$ cat src/rtl/bit_length_scan_pkg.sv
// Shared types and sizing helpers for the bit-length scanner.
// Imported by the priority encoder and the scanner top.
package bitlen_pkg;

  typedef enum logic {
    IDLE = 1'b0,
    SCAN = 1'b1
  } state_e;

  localparam logic MODE_MSB = 1'b0;
  localparam logic MODE_LSB = 1'b1;

  function automatic int chunk_cnt(int w, int s);
    return w / s;
  endfunction

  function automatic int ptr_width(int nc);
    return (nc > 1) ? $clog2(nc) : 1;
  endfunction

endpackage

$ cat src/rtl/bit_length_scan_prio_enc.sv
// STEP-wide priority encoder, highest-first or lowest-first.
// Purely combinational; hit flags a non-zero chunk.
module bit_prio_enc
  import bitlen_pkg::*;
#(
  parameter int STEP = 4,
  parameter int PW   = (STEP > 1) ? $clog2(STEP) : 1
) (
  input  logic [STEP-1:0] data_i,
  input  logic            lsb_first_i,
  output logic [PW-1:0]   pos_o,
  output logic            hit_o
);

  always_comb begin
    pos_o = '0;
    hit_o = |data_i;
    if (lsb_first_i == MODE_MSB) begin
      for (int i = 0; i < STEP; i++)
        if (data_i[i]) pos_o = PW'(i);
    end else begin
      for (int i = STEP - 1; i >= 0; i--)
        if (data_i[i]) pos_o = PW'(i);
    end
  end

endmodule

$ cat src/rtl/bit_length_scan.sv
// Multi-cycle leading/trailing-one locator, STEP bits per cycle.
// Exits early on the first non-zero chunk; flags all-zero operands.
module bit_length_scan
  import bitlen_pkg::*;
#(
  parameter int WIDTH = 64,
  parameter int STEP  = 4,
  parameter int LW    = $clog2(WIDTH)
) (
  input  logic             clk,
  input  logic             rstn,
  input  logic             start,
  input  logic             mode,
  input  logic [WIDTH-1:0] in,
  output logic             ready,
  output logic             done,
  output logic [LW-1:0]    length,
  output logic             zero
);

  localparam int NC   = chunk_cnt(WIDTH, STEP);
  localparam int PTRW = ptr_width(NC);
  localparam int PW   = (STEP > 1) ? $clog2(STEP) : 1;

  if (WIDTH % STEP != 0) begin : g_bad_div
    $error("WIDTH must be a multiple of STEP");
  end
  if ((STEP & (STEP - 1)) != 0) begin : g_bad_pow2
    $error("STEP must be a power of two");
  end

  state_e              state_q;
  logic [WIDTH-1:0]    op_q;
  logic                mode_q;
  logic [PTRW-1:0]     ptr_q;
  logic                done_q;
  logic [LW-1:0]       len_q;
  logic                zero_q;

  logic [NC-1:0][STEP-1:0] chunks;
  logic [STEP-1:0]     chunk;
  logic [PW-1:0]       pos;
  logic                hit;
  logic                last;
  logic [PTRW-1:0]     ptr_d;
  logic [LW-1:0]       len_d;
  int                  idx;

  assign chunks = op_q;
  assign chunk  = chunks[ptr_q];

  bit_prio_enc #(
    .STEP (STEP),
    .PW   (PW)
  ) u_enc (
    .data_i      (chunk),
    .lsb_first_i (mode_q),
    .pos_o       (pos),
    .hit_o       (hit)
  );

  always_comb begin
    idx   = int'(ptr_q) * STEP + int'(pos);
    len_d = idx[LW-1:0];
    if (mode_q == MODE_MSB) begin
      last  = (ptr_q == '0);
      ptr_d = ptr_q - PTRW'(1);
    end else begin
      last  = (ptr_q == PTRW'(NC - 1));
      ptr_d = ptr_q + PTRW'(1);
    end
  end

  always_ff @(posedge clk) begin
    if (!rstn) begin
      state_q <= IDLE;
      op_q    <= '0;
      mode_q  <= MODE_MSB;
      ptr_q   <= '0;
      done_q  <= 1'b0;
      len_q   <= '1;
      zero_q  <= 1'b0;
    end else begin
      done_q <= 1'b0;
      unique case (state_q)
        IDLE: begin
          if (start) begin
            op_q    <= in;
            mode_q  <= mode;
            ptr_q   <= (mode == MODE_MSB) ? PTRW'(NC - 1) : '0;
            state_q <= SCAN;
          end
        end
        SCAN: begin
          if (hit) begin
            len_q   <= len_d;
            zero_q  <= 1'b0;
            done_q  <= 1'b1;
            state_q <= IDLE;
          end else if (last) begin
            len_q   <= '1;
            zero_q  <= 1'b1;
            done_q  <= 1'b1;
            state_q <= IDLE;
          end else begin
            ptr_q <= ptr_d;
          end
        end
        default: state_q <= IDLE;
      endcase
    end
  end

  assign ready  = (state_q == IDLE);
  assign done   = done_q;
  assign length = len_q;
  assign zero   = zero_q;

endmodule

$ cat config.mk
export PLATFORM = sky130hd
export DESIGN_NAME = bit_length_scan
export DESIGN_NICKNAME = d
export VERILOG_FILES = /design/src/rtl/bit_length_scan_pkg.sv /design/src/rtl/bit_length_scan_prio_enc.sv /design/src/rtl/bit_length_scan.sv
export SDC_FILE = /design/constraint.sdc
export NUM_CORES = 1
export LEC_CHECK = 0
export BUFFER_PORTS_ARGS = -buffer_cell sky130_fd_sc_hd__buf_2
export CAP_MARGIN = 20
export CORE_MARGIN = 10
export CORE_UTILIZATION = 40
export CTS_CLUSTER_DIAMETER = 60
export DETAILED_ROUTE_END_ITERATION = 10
export GPL_TIMING_DRIVEN = 0
export PLACE_DENSITY = 0.62
export SETUP_SLACK_MARGIN = 0.3
export SLEW_MARGIN = 20
export SYNTH_ARGS = -nofsm -noshare
export SYNTH_HDL_FRONTEND = slang
export SYNTH_SLANG_ARGS = --single-unit
$ cat constraint.sdc
create_clock -name clk -period 2.43 [get_ports clk]
set_input_delay 0.3645 -clock clk [delete_from_list [all_inputs] [get_ports clk]]
set_output_delay 0.3645 -clock clk [all_outputs]
set_load 0.02 [all_outputs]
==> metrics.txt, run 1 <==
status complete, but fails checks; failing checks setup timing; pin count of the biggest net entering global routing 14; Max Cap Viol 0; hold endpoint chunks[16]; most area-hungry cell type in the Yosys netlist dfxtp_1; DRT iter0 DRCs 147; CTS Buffer Depth 2; Seq/Total Area, Yosys 0.447; Die H 113 um; hpwl dp between 7000 and 8000 um; met3 wire length about 800 um; Post-Synthesis Net Count 488; DR vias roughly 3300; Worst-Margin Slew 601 ps; 1st-pass router iterations 4; clock latency on the worst-skew pair 360 ps; wl on met1 between 4000 and 5000 um; Worst slew margin 0.600; Post-Synthesis Cells 417; GPL Wtd Cong 0.853; total congestion overflow 0; H-Tree Depth 3; share of cells above drive strength 1 0.303; clock transition at the registers of the reported paths 90 ps; Area Overhead vs Synth 33.4%; die area 12900 um^2; min-delay src in[16]; initial antenna violation count 0; Mapped Area 3490 um^2; switching part of the total 0.287; cell total after placement 600; WS Path Type reg2reg; gr usage total 0.154; Synth top area share 0.447; Post-synth ARST share 0; PD cells 805 nW/um^2; hold_ws between 200 and 250 ps; number of global-route vias before repair 3255; Routed Antenna Nets 0; CP Capture Type flop; Int Power 0.00267 W; worst vdd rail ir drop 0.482 mV; Residual DRC 0; Die Span X 113 um; I/O Buffers 75; wire per inst 16.7 um; IO Count 77; starting density of the core 0.406; critical path arrival 2730 ps; R2R Setup Slk -50 ps; Clock Power Share 0.353; Via density roughly 5.2; first-pass GRT wire length 16100 um; #FFs+latches synth 78; setup TNS -168 ps; syn_area_per_cell 8.37 um^2; Lkg Pwr between 1.5 and 2 nW; skew final 11.9 ps; Distinct cells, synth between 40 and 50; min Tclk post-route 2480 ps; root buf cell clkbuf_8; Total Wirelength approximately 10000 um; clock tree sinks 78; number of synthesized flops with an enable pin 0; endpoints failing setup 9; hold-fix buffers at CTS 0; Startpoint Class flop; maximum clock frequency 403 MHz; WHS Path Cells 3; final-report hold violation count 0; Reg2Reg Depth 9; Finished Layout Cells 630; critical path fanouts, max 7; Core Rows 34; total power 0.00375 W; Num CTS Buffers 9; Crit Reg-Reg Endpoint ptr_q[3]; CTS tree built; Reg power frac 0.387; final period utilization 1.02; met2 WL between 4000 and 5000 um; Core ar. ~8600 um^2; Fill cells 829; Combinational Power Share 0.260; Yosys warnings 0; setup ws final -51.9 ps; synth top area cells dfxtp_1, nand2_1, a21oi_1; R2R Path Start ptr_q[2]; Net Switching 0.00107 W; Hold WC Path Type in2reg; Critical Path RT 2680 ps; Final Max Tran Viols 0; DR top layer met4; Main synth FF type dfxtp_1; RSZ-0062 raised after global routing true; Final #Nets between 500 and 600; Antenna Cells 0
## cell usage after synthesis, drive strengths merged, types with 2 or more instances
cell	count
a32oi	5
nor2	14
nand3	4
ha	2
buf	6
a21o	2
mux2i	9
a22oi	3
dfxtp	78
clkbuf	25
o21a	3
o21ai	6
nor2b	4
nand2	137
nor3	3
mux4	12
xor2	2
inv	11
a221oi	8
a21oi	69
## cell usage in the layout, fill, tap and decap left out, types with 2 or more instances in the layout
master | synthesis | routed
nand2_1 | 137 | 136
dfxtp_1 | 78 | 77
buf_2 | 2 | 75
a21oi_1 | 69 | 68
clkbuf_1 | 25 | 16
nor2_1 | 13 | 13
clkbuf_8 | 0 | 11
buf_4 | 1 | 11
inv_1 | 10 | 10
mux4_2 | 10 | 10
clkbuf_2 | 0 | 9
o21ai_0 | 6 | 6
a221oi_2 | 1 | 5
a32oi_1 | 5 | 5
nor2b_1 | 4 | 4
buf_6 | 1 | 4
mux2i_4 | 0 | 4
bufinv_16 | 0 | 4
mux2i_2 | 0 | 3
a221oi_4 | 0 | 3
o21a_1 | 3 | 3
nor3_1 | 3 | 3
buf_12 | 1 | 2
mux2i_1 | 9 | 2
mux4_1 | 2 | 2
a22oi_2 | 1 | 2
nand3_1 | 4 | 2
nand3_2 | 0 | 2
xor2_1 | 2 | 2
a21o_1 | 2 | 2
ha_1 | 2 | 2
## critical path: stages (launching register included)
cell	delay [ps]
dfxtp_1	340
clkbuf_2	240
and2b_2	320
a221oi_2	380
o21a_1	240
nor4b_4	80
buf_4	150
a31o_1	200
buf_6	140
a221oi_2	290
## area by class of cell
cell class,count,area [um^2],share of cell area
Multi-Input combinational cell,297,1930,0.414
Sequential cell,78,1570,0.336
Timing Repair Buffer,89,522,0.112
Buffer,31,183,0.0392
Clock buffer,11,151,0.0325
Tap cell,108,135,0.0290
Clock inverter,5,129,0.0277
Inverter,11,41.3,0.00887
## flip-flops by register name (all words and copies together), names as in the netlist
signal	cells
mode_q	1
state_q	1
ptr_q	4
chunks	64
length	6
zero	1
done	1
## routing by layer
| layer | vias up | global-route usage |
|---|---|---|
| met4 | 0 | 0.0474 |
| met5 | - | 0 |
| met2 | 127 | 0.245 |
| met1 | 1520 | 0.195 |
| li1 | 1628 | - |
| met3 | 18 | 0.0520 |
## repair_timing
| item | in CTS | in global routing |
|---|---|---|
| buffers inserted | 9 | 2 |
| pin swaps | 11 | 11 |
| setup endpoints to repair | 26 | 63 |
| resized for setup | 32 | 24 |
| cloned | 2 | 1 |
## power by group through the flow
stage | clock network (W) | registers (W) | logic (W)
floorplan | 0 | 0.00147 | 0.000515
global placement | 0 | 0.00146 | 0.000737
global route | 0.00139 | 0.00146 | 0.00106
CTS | 0.00134 | 0.00144 | 0.000900
detailed placement | 0 | 0.00147 | 0.000751
finish | 0.00132 | 0.00145 | 0.000974
## worst max-delay path by stage
| stage | from | endpoint | slack (ps) |
|---|---|---|---|
| after global placement | ptr_q[2] | ptr_q[3] | -250 |
| after global routing | ptr_q[0] | length[1] | -150 |
| after floorplan | ptr_q[0] | length[1] | 270 |
| after detailed placement | ptr_q[2] | ptr_q[0] | -280 |
| after CTS | ptr_q[0] | length[1] | 30 |
| final | ptr_q[2] | ptr_q[3] | -50 |
## stage by stage
step                cell area (um^2)  worst slack (ps)  utilization
global placement                4020              -251        0.467
global route                    4660              -145        0.542
floorplan                       3500               271            -
detailed placement              4020              -278        0.467
finish                          4660             -51.9        0.542
CTS                             4550              33.2        0.530
## cell families (layout without fill, tap and decap cells)
logic type / after synthesis / after routing / share of synthesized area
AO/OA/AOI/OAI: 102 / 102 / 0.176
AND/OR/NAND/NOR: 168 / 168 / 0.197
adder cells (fa/ha/maj): 3 / 3 / 0.0129
XOR/XNOR: 3 / 3 / 0.00753
buffers and inverters: 42 / 147 / 0.0538
multiplexers: 21 / 21 / 0.105
flip-flops: 78 / 78 / 0.447
No activity file was read; power rests on OpenSTA's default activity.
==> run 2, diff against run 1 <==
--- a/config.mk
+++ b/config.mk
@@ -14,7 +14,7 @@
 export GPL_TIMING_DRIVEN = 0
 export PLACE_DENSITY = 0.62
 export SETUP_SLACK_MARGIN = 0.3
-export SLEW_MARGIN = 20
 export SYNTH_ARGS = -nofsm -noshare
 export SYNTH_HDL_FRONTEND = slang
 export SYNTH_SLANG_ARGS = --single-unit
+export TNS_END_PERCENT = 20
==> metrics.txt, run 2 (synthesized netlist as in run 1, its figures left out) <==
skew final 9.31 ps (-2.58 ps); 1st-pass router iterations 5 (+1); I/O Buffers 75 (unchanged); endpoints failing setup 2 (-7); status complete, but fails checks; total congestion overflow 0 (unchanged); H-Tree Depth 3 (unchanged); GPL Wtd Cong 0.822 (-3.7%); max reg flops 64 (unchanged); PD cells 747 nW/um^2 (-7.2%); Final Cell Area 4490 um^2 (-3.6%); Area Overhead vs Synth 28.6%; placed cell area 4020 um^2 (unchanged); min-delay src in[16]; clock tree sinks 78 (unchanged); initial antenna violation count 0 (unchanged); Max Cap Viol 0 (unchanged); global-route track usage on met1 0.188 (-0.00655); failing checks setup timing; Hold WC Path Type in2reg; worst vdd rail ir drop 0.289 mV (-40%); routing usage on met3 0.0556 (+0.00367); Critical Path RT 2700 ps (+20 ps); root buf cell clkbuf_8; Antenna Cells 0 (unchanged); Routed Antenna Nets 0 (unchanged); Worst-Margin Slew 654 ps (+53.7 ps); DR vias 3249 (-1.3%); maximum clock frequency 407 MHz (+0.90%); Core Rows 34 (unchanged); WHS Path Cells 3 (unchanged); Layout Utilization 0.522 (-0.0194); first-pass GRT wire length 15900 um (-1.0%); pin count of the biggest net entering global routing 15 (+1); hold-fix buffers at CTS 0 (unchanged); switching part of the total 0.323 (+0.0366); clock transition at the registers of the reported paths 90 ps (about the same); die area 12900 um^2 (unchanged); setup ws final -29.7 ps (+22.1 ps); Die H 113 um (unchanged); Reg power frac 0.432 (+0.045); commonest non-fill, non-tap cell in the layout nand2_1; most frequent cells in the layout nand2_1, dfxtp_1, buf_2, a21oi_1, clkbuf_1; Die Span X 113 um (unchanged); wire per inst 16.5 um (-1.1%); Clock Power Share 0.299 (-0.054); Final #Nets 584 (-0.68%); Via density 5.19 (-0.71%); CTS Buffer Depth 2 (unchanged); hold endpoint chunks[16]; critical path fanouts, max 6 (-1); hold_ws 222 ps (-14.3 ps); min Tclk post-route 2460 ps (-22.1 ps); R2R Setup Slk -30 ps (+20 ps); CTS tree built; Setup crit start ptr_q[0]; Crit Reg-Reg Endpoint ptr_q[3]; CP Capture Type flop; starting density of the core 0.406 (unchanged); DRT iter0 DRCs 189 (+29%); Combinational Power Share 0.270 (+0.010); total power 0.00335 W (-11%); hpwl dp 7340 um (-2.2%); clock latency on the worst-skew pair 370 ps (about the same); final-report hold violation count 0 (unchanged); IO Count 77 (unchanged); met2 GRT Util 0.247 (+0.00230); Core ar. 8590 um^2 (unchanged); Total Wirelength 10300 um (-1.8%); final period utilization 1.01 (-0.00911); Lkg Pwr 1.86 nW (-4.3%); WS Path Type reg2reg; RSZ-0062 raised after global routing true; busiest grt layer met2; share of cells above drive strength 1 0.290 (-0.0131); gr usage total 0.154 (-0.000701); Startpoint Class flop; Residual DRC 0 (unchanged); Final Max Tran Viols 0 (unchanged); Num CTS Buffers 9 (unchanged); Net Switching 0.00108 W (+0.89%); Worst slew margin 0.564 (-0.0358); Int Power 0.00227 W (-15%); number of global-route vias before repair 3242 (-0.40%); critical path arrival 2730 ps (about the same); Reg2Reg Depth 9 (unchanged); R2R Path Start ptr_q[0]
run 2: cell types whose count changed in the layout (fill, tap and decap cells not counted), sizes merged:
cell and change:
bufinv -3, clkinv +1, clkbuf -1, buf -4, inv +2, clkinvlp +1
run 2: final cells by class:
type                       instances  area, um^2
buffer                            31         178
tap                              108         135
multi-input combinational        297        1890
sequential                        78        1570
clock inverter                     6        68.8
fill                             872        4100
clock buffer                      10         128
inverter                          11        41.3
timing repair buffer              85         485
run 2: layer usage:
| metal | vias to the layer above | wire length (um) |
|---|---|---|
| li1 | 1625 | - |
| met1 | 1494 | 4690 |
| met2 | 108 | 4690 |
| met3 | 22 | 715 |
| met4 | 0 | 206 |
| met5 | - | 0 |
run 2: repair_timing:
item / 4_1_cts / 5_1_grt
resized for setup: 19 / 29
setup endpoints to repair: 23 / 63
pin swaps: 9 / 9
cloned: 0 / 2
buffers inserted: 5 / 3
run 2: worst max path at each step:
stage	to	slack [ps]	cells past startpoint
2_1_floorplan	length[1]	270	7
3_3_place_gp	ptr_q[3]	-250	8
3_5_place_dp	ptr_q[3]	-190	8
4_1_cts	ptr_q[3]	60	8
5_1_grt	ptr_q[0]	-100	9
6_report	ptr_q[3]	-30	9
run 2: power groups by stage:
| stage | Sequential, W | Clock, W | Combinational, W |
|---|---|---|---|
| 6_report | 0.00145 | 0.00100 | 0.000903 |
| 5_1_grt | 0.00146 | 0.00106 | 0.000982 |
| 4_1_cts | 0.00144 | 0.00101 | 0.000822 |
| 3_5_place_dp | 0.00147 | 0 | 0.000746 |
| 3_3_place_gp | 0.00147 | 0 | 0.000735 |
| 2_1_floorplan | 0.00147 | 0 | 0.000515 |
run 2: per-stage QoR:
step                      worst slack (ps)  TNS [ps]  instances
after floorplan                        270         0        417
after global placement                -250     -1480        600
after detailed placement              -190     -1460        600
after CTS                             59.2         0        621
after global routing                  -101      -333        626
final                                -29.7     -40.8        626
run 2: worst max-delay path: stages (launching register included):
cell,delay [ps]
dfxtp_4,400
buf_12,130
buf_12,140
mux2i_4,270
a221oi_2,100
a22o_1,280
nor4b_4,250
buf_4,190
nand4_1,220
a221oi_2,360
==> run 3, diff against run 2 <==
--- a/config.mk
+++ b/config.mk
@@ -5,6 +5,7 @@
 export SDC_FILE = /design/constraint.sdc
 export NUM_CORES = 1
 export LEC_CHECK = 0
+export ABC_AREA = 1
 export BUFFER_PORTS_ARGS = -buffer_cell sky130_fd_sc_hd__buf_2
 export CAP_MARGIN = 20
 export CORE_MARGIN = 10
@@ -12,7 +13,7 @@
 export CTS_CLUSTER_DIAMETER = 60
 export DETAILED_ROUTE_END_ITERATION = 10
 export GPL_TIMING_DRIVEN = 0
-export PLACE_DENSITY = 0.62
+export PLACE_DENSITY = 0.61
 export SETUP_SLACK_MARGIN = 0.3
 export SYNTH_ARGS = -nofsm -noshare
 export SYNTH_HDL_FRONTEND = slang
==> metrics.txt, run 3 <==
status completed; first-pass GRT wire length 17500 um (+9.9%); Distinct cells, synth 28 (-35%); setup TNS 0 ps (+40.8 ps); Critical Path RT 2720 ps (+20 ps); Max Cap Viol 0 (unchanged); endpoints failing setup 0 (-2); Layout Utilization 0.502 (-0.0204); Worst-Margin Slew 536 ps (-119 ps); most frequent cells in the layout nor2_1, nand2_1, buf_2, dfxtp_1, o21ai_0; root buf cell clkbuf_8; Hold WC Path Type in2reg; number of synthesized flops with an enable pin 0 (unchanged); Final #Nets 703 (+20%); most area-hungry cell type in the Yosys netlist dfxtp_1; Antenna Cells 0 (unchanged); Die Span X 116 um (+2.1%); I/O Buffers 75 (unchanged); Setup Buffers After CTS 0 (-5); final period utilization 0.814 (-0.198); IO Count 77 (unchanged); Seq/Total Area, Yosys 0.425 (-0.0221); critical path arrival 2270 ps (-460 ps); CTS tree built; Synth top area share 0.425 (-0.0221); number of global-route vias before repair 3597 (+11%); commonest non-fill, non-tap cell in the layout nor2_1; Core ar. 8850 um^2 (+3.0%); routing usage on met3 0.0460 (-0.00965); Core Rows 34 (unchanged); Routed Antenna Nets 0 (unchanged); CTS Buffer Depth 2 (unchanged); Post-Synthesis Cells 546 (+31%); Residual DRC 0 (unchanged); Via density 4.92 (-5.3%); Commonest cells post-synth nor2_1, nand2_1, dfxtp_1, o21ai_0, nand3_1; Main synth FF type dfxtp_1; WS Path Type reg2reg; H-Tree Depth 3 (unchanged); Area Overhead vs Synth 21.0%; Startpoint Class flop; register area 1570 um^2 (+0.32%); share of cells above drive strength 1 0.214 (-0.0761); Finished Layout Cells 745 (+19%); 1st-pass router iterations 4 (-1); RSZ-0062 raised after global routing true; Post-Synthesis Net Count 617 (+26%); Mapped Area 3670 um^2 (+5.2%); Post-synth ARST share 0 (unchanged); busiest grt layer met2; die area 13400 um^2 (+4.3%); synth top area cells dfxtp_1, nor2_1, nand2_1; clock latency on the worst-skew pair 350 ps (-20 ps); count leader, synth nor2_1; Num CTS Buffers 9 (unchanged); hpwl dp 8040 um (+9.4%); Lkg Pwr 2.08 nW (+12%); #FFs+latches synth 78 (unchanged); Fill cells 941 (+7.9%); syn_area_per_cell 6.72 um^2 (-20%); global-route track usage on met1 0.211 (+0.0230); worst vdd rail ir drop 0.299 mV (+3.5%); final-report hold violation count 0 (unchanged); total congestion overflow 0 (unchanged); initial antenna violation count 0 (unchanged); wire per inst 14.4 um (-13%); Total Wirelength 10700 um (+3.8%); maximum clock frequency 506 MHz (+24%); clock transition at the registers of the reported paths 80 ps (about the same); clock tree sinks 78 (unchanged); Final Max Tran Viols 0 (unchanged); PD cells 788 nW/um^2 (+5.5%); met2 GRT Util 0.253 (+0.00563); cell total after placement 729 (+22%); Yosys warnings 0 (unchanged); starting density of the core 0.415 (+0.00879); critical path fanouts, max 10 (+4); Worst slew margin 0.643 (+0.0790); Die H 116 um (+2.1%); pin count of the biggest net entering global routing 14 (-1); hold-fix buffers at CTS 0 (unchanged); DRT iter0 DRCs 210 (+11%); area occupied by multi-input gates 1860 um^2 (-1.7%); min Tclk post-route 1980 ps (-482 ps); skew final 6.09 ps (-3.22 ps); CP Capture Type flop; GPL Wtd Cong 0.872 (+6.2%); gr usage total 0.162 (+0.00820); max reg flops 64 (unchanged); DR vias 3662 (+13%)
==> run 3: cell types whose count changed after synthesis, moves of 6 or more <==
cell,delta
a221oi_1,-6
inv_2,+14
nand2_1,-26
mux4_2,-10
nor2_1,+134
nand3_1,+33
mux2i_1,-9
nand2_2,+7
a21oi_1,-59
o21ai_0,+62
==> run 3: final timing paths <==
check	from	cells past startpoint	end	slack [ps]
worst max-delay path	state_q	7	chunks[18]	450
worst min-delay path	in[24]	3	chunks[24]	230
worst max register to register	state_q	7	chunks[18]	450
worst min register to register	length[2]	2	length[2]	460
==> run 3: critical path, cell delays in order, from the launching register on <==
cell and delay (ps):
dfxtp_1 310, buf_2 250, nor2_2 170, inv_2 110, clkbuf_1 430, clkbuf_1 440, nor2_1 90, nor2_1 110
==> run 3: power breakdown <==
part / total, W / switching, W / internal, W
logic: 0.000860 / 0.000557 / 0.000303
registers: 0.00148 / 0.0000754 / 0.00141
clock network: 0.00116 / 0.000478 / 0.000680
total: 0.00350 / 0.00111 / 0.00239
==> run 3: what timing repair did <==
action	in CTS	in global routing
resized for setup	3	12
hold endpoints to repair	0	0
endpoints found under the setup margin	26	30
==> run 3: cells by family (layout without fill, tap and decap cells) <==
| logic type | count (synthesis) | in the layout | share of synthesized area |
|---|---|---|---|
| XOR/XNOR | 1 | 1 | 0.00239 |
| AND/OR/NAND/NOR | 319 | 319 | 0.376 |
| flip-flops | 78 | 78 | 0.425 |
| AO/OA/AOI/OAI | 83 | 83 | 0.115 |
| buffers and inverters | 62 | 153 | 0.0699 |
| adder cells (fa/ha/maj) | 3 | 3 | 0.0123 |
==> run 3: area by class of cell <==
class | instances | share of cell area
Clock inverter | 6 | 0.0248
Timing Repair Buffer | 75 | 0.0845
Clock buffer | 10 | 0.0287
Sequential cell | 78 | 0.354
Tap cell | 108 | 0.0304
Buffer | 30 | 0.0321
Inverter | 32 | 0.0282
Multi-Input combinational cell | 406 | 0.418
==> run 3: metal layers <==
metal  part of all wire  routed length (um)
met1               0.48                5090
met2               0.44                4750
met3              0.065                 697
met4              0.015                 161
met5                  0                   0
==> run 3: stage by stage <==
stage / cell area, um^2 / setup slack (ps) / power [W] / hold WS [ps]
2_1_floorplan: 3670 / 714 / 0.00210 / 430
3_3_place_gp: 4180 / 226 / 0.00234 / 440
3_5_place_dp: 4180 / 219 / 0.00236 / 445
4_1_cts: 4420 / 306 / 0.00351 / 214
5_1_grt: 4440 / 226 / 0.00370 / 216
6_report: 4440 / 452 / 0.00350 / 225
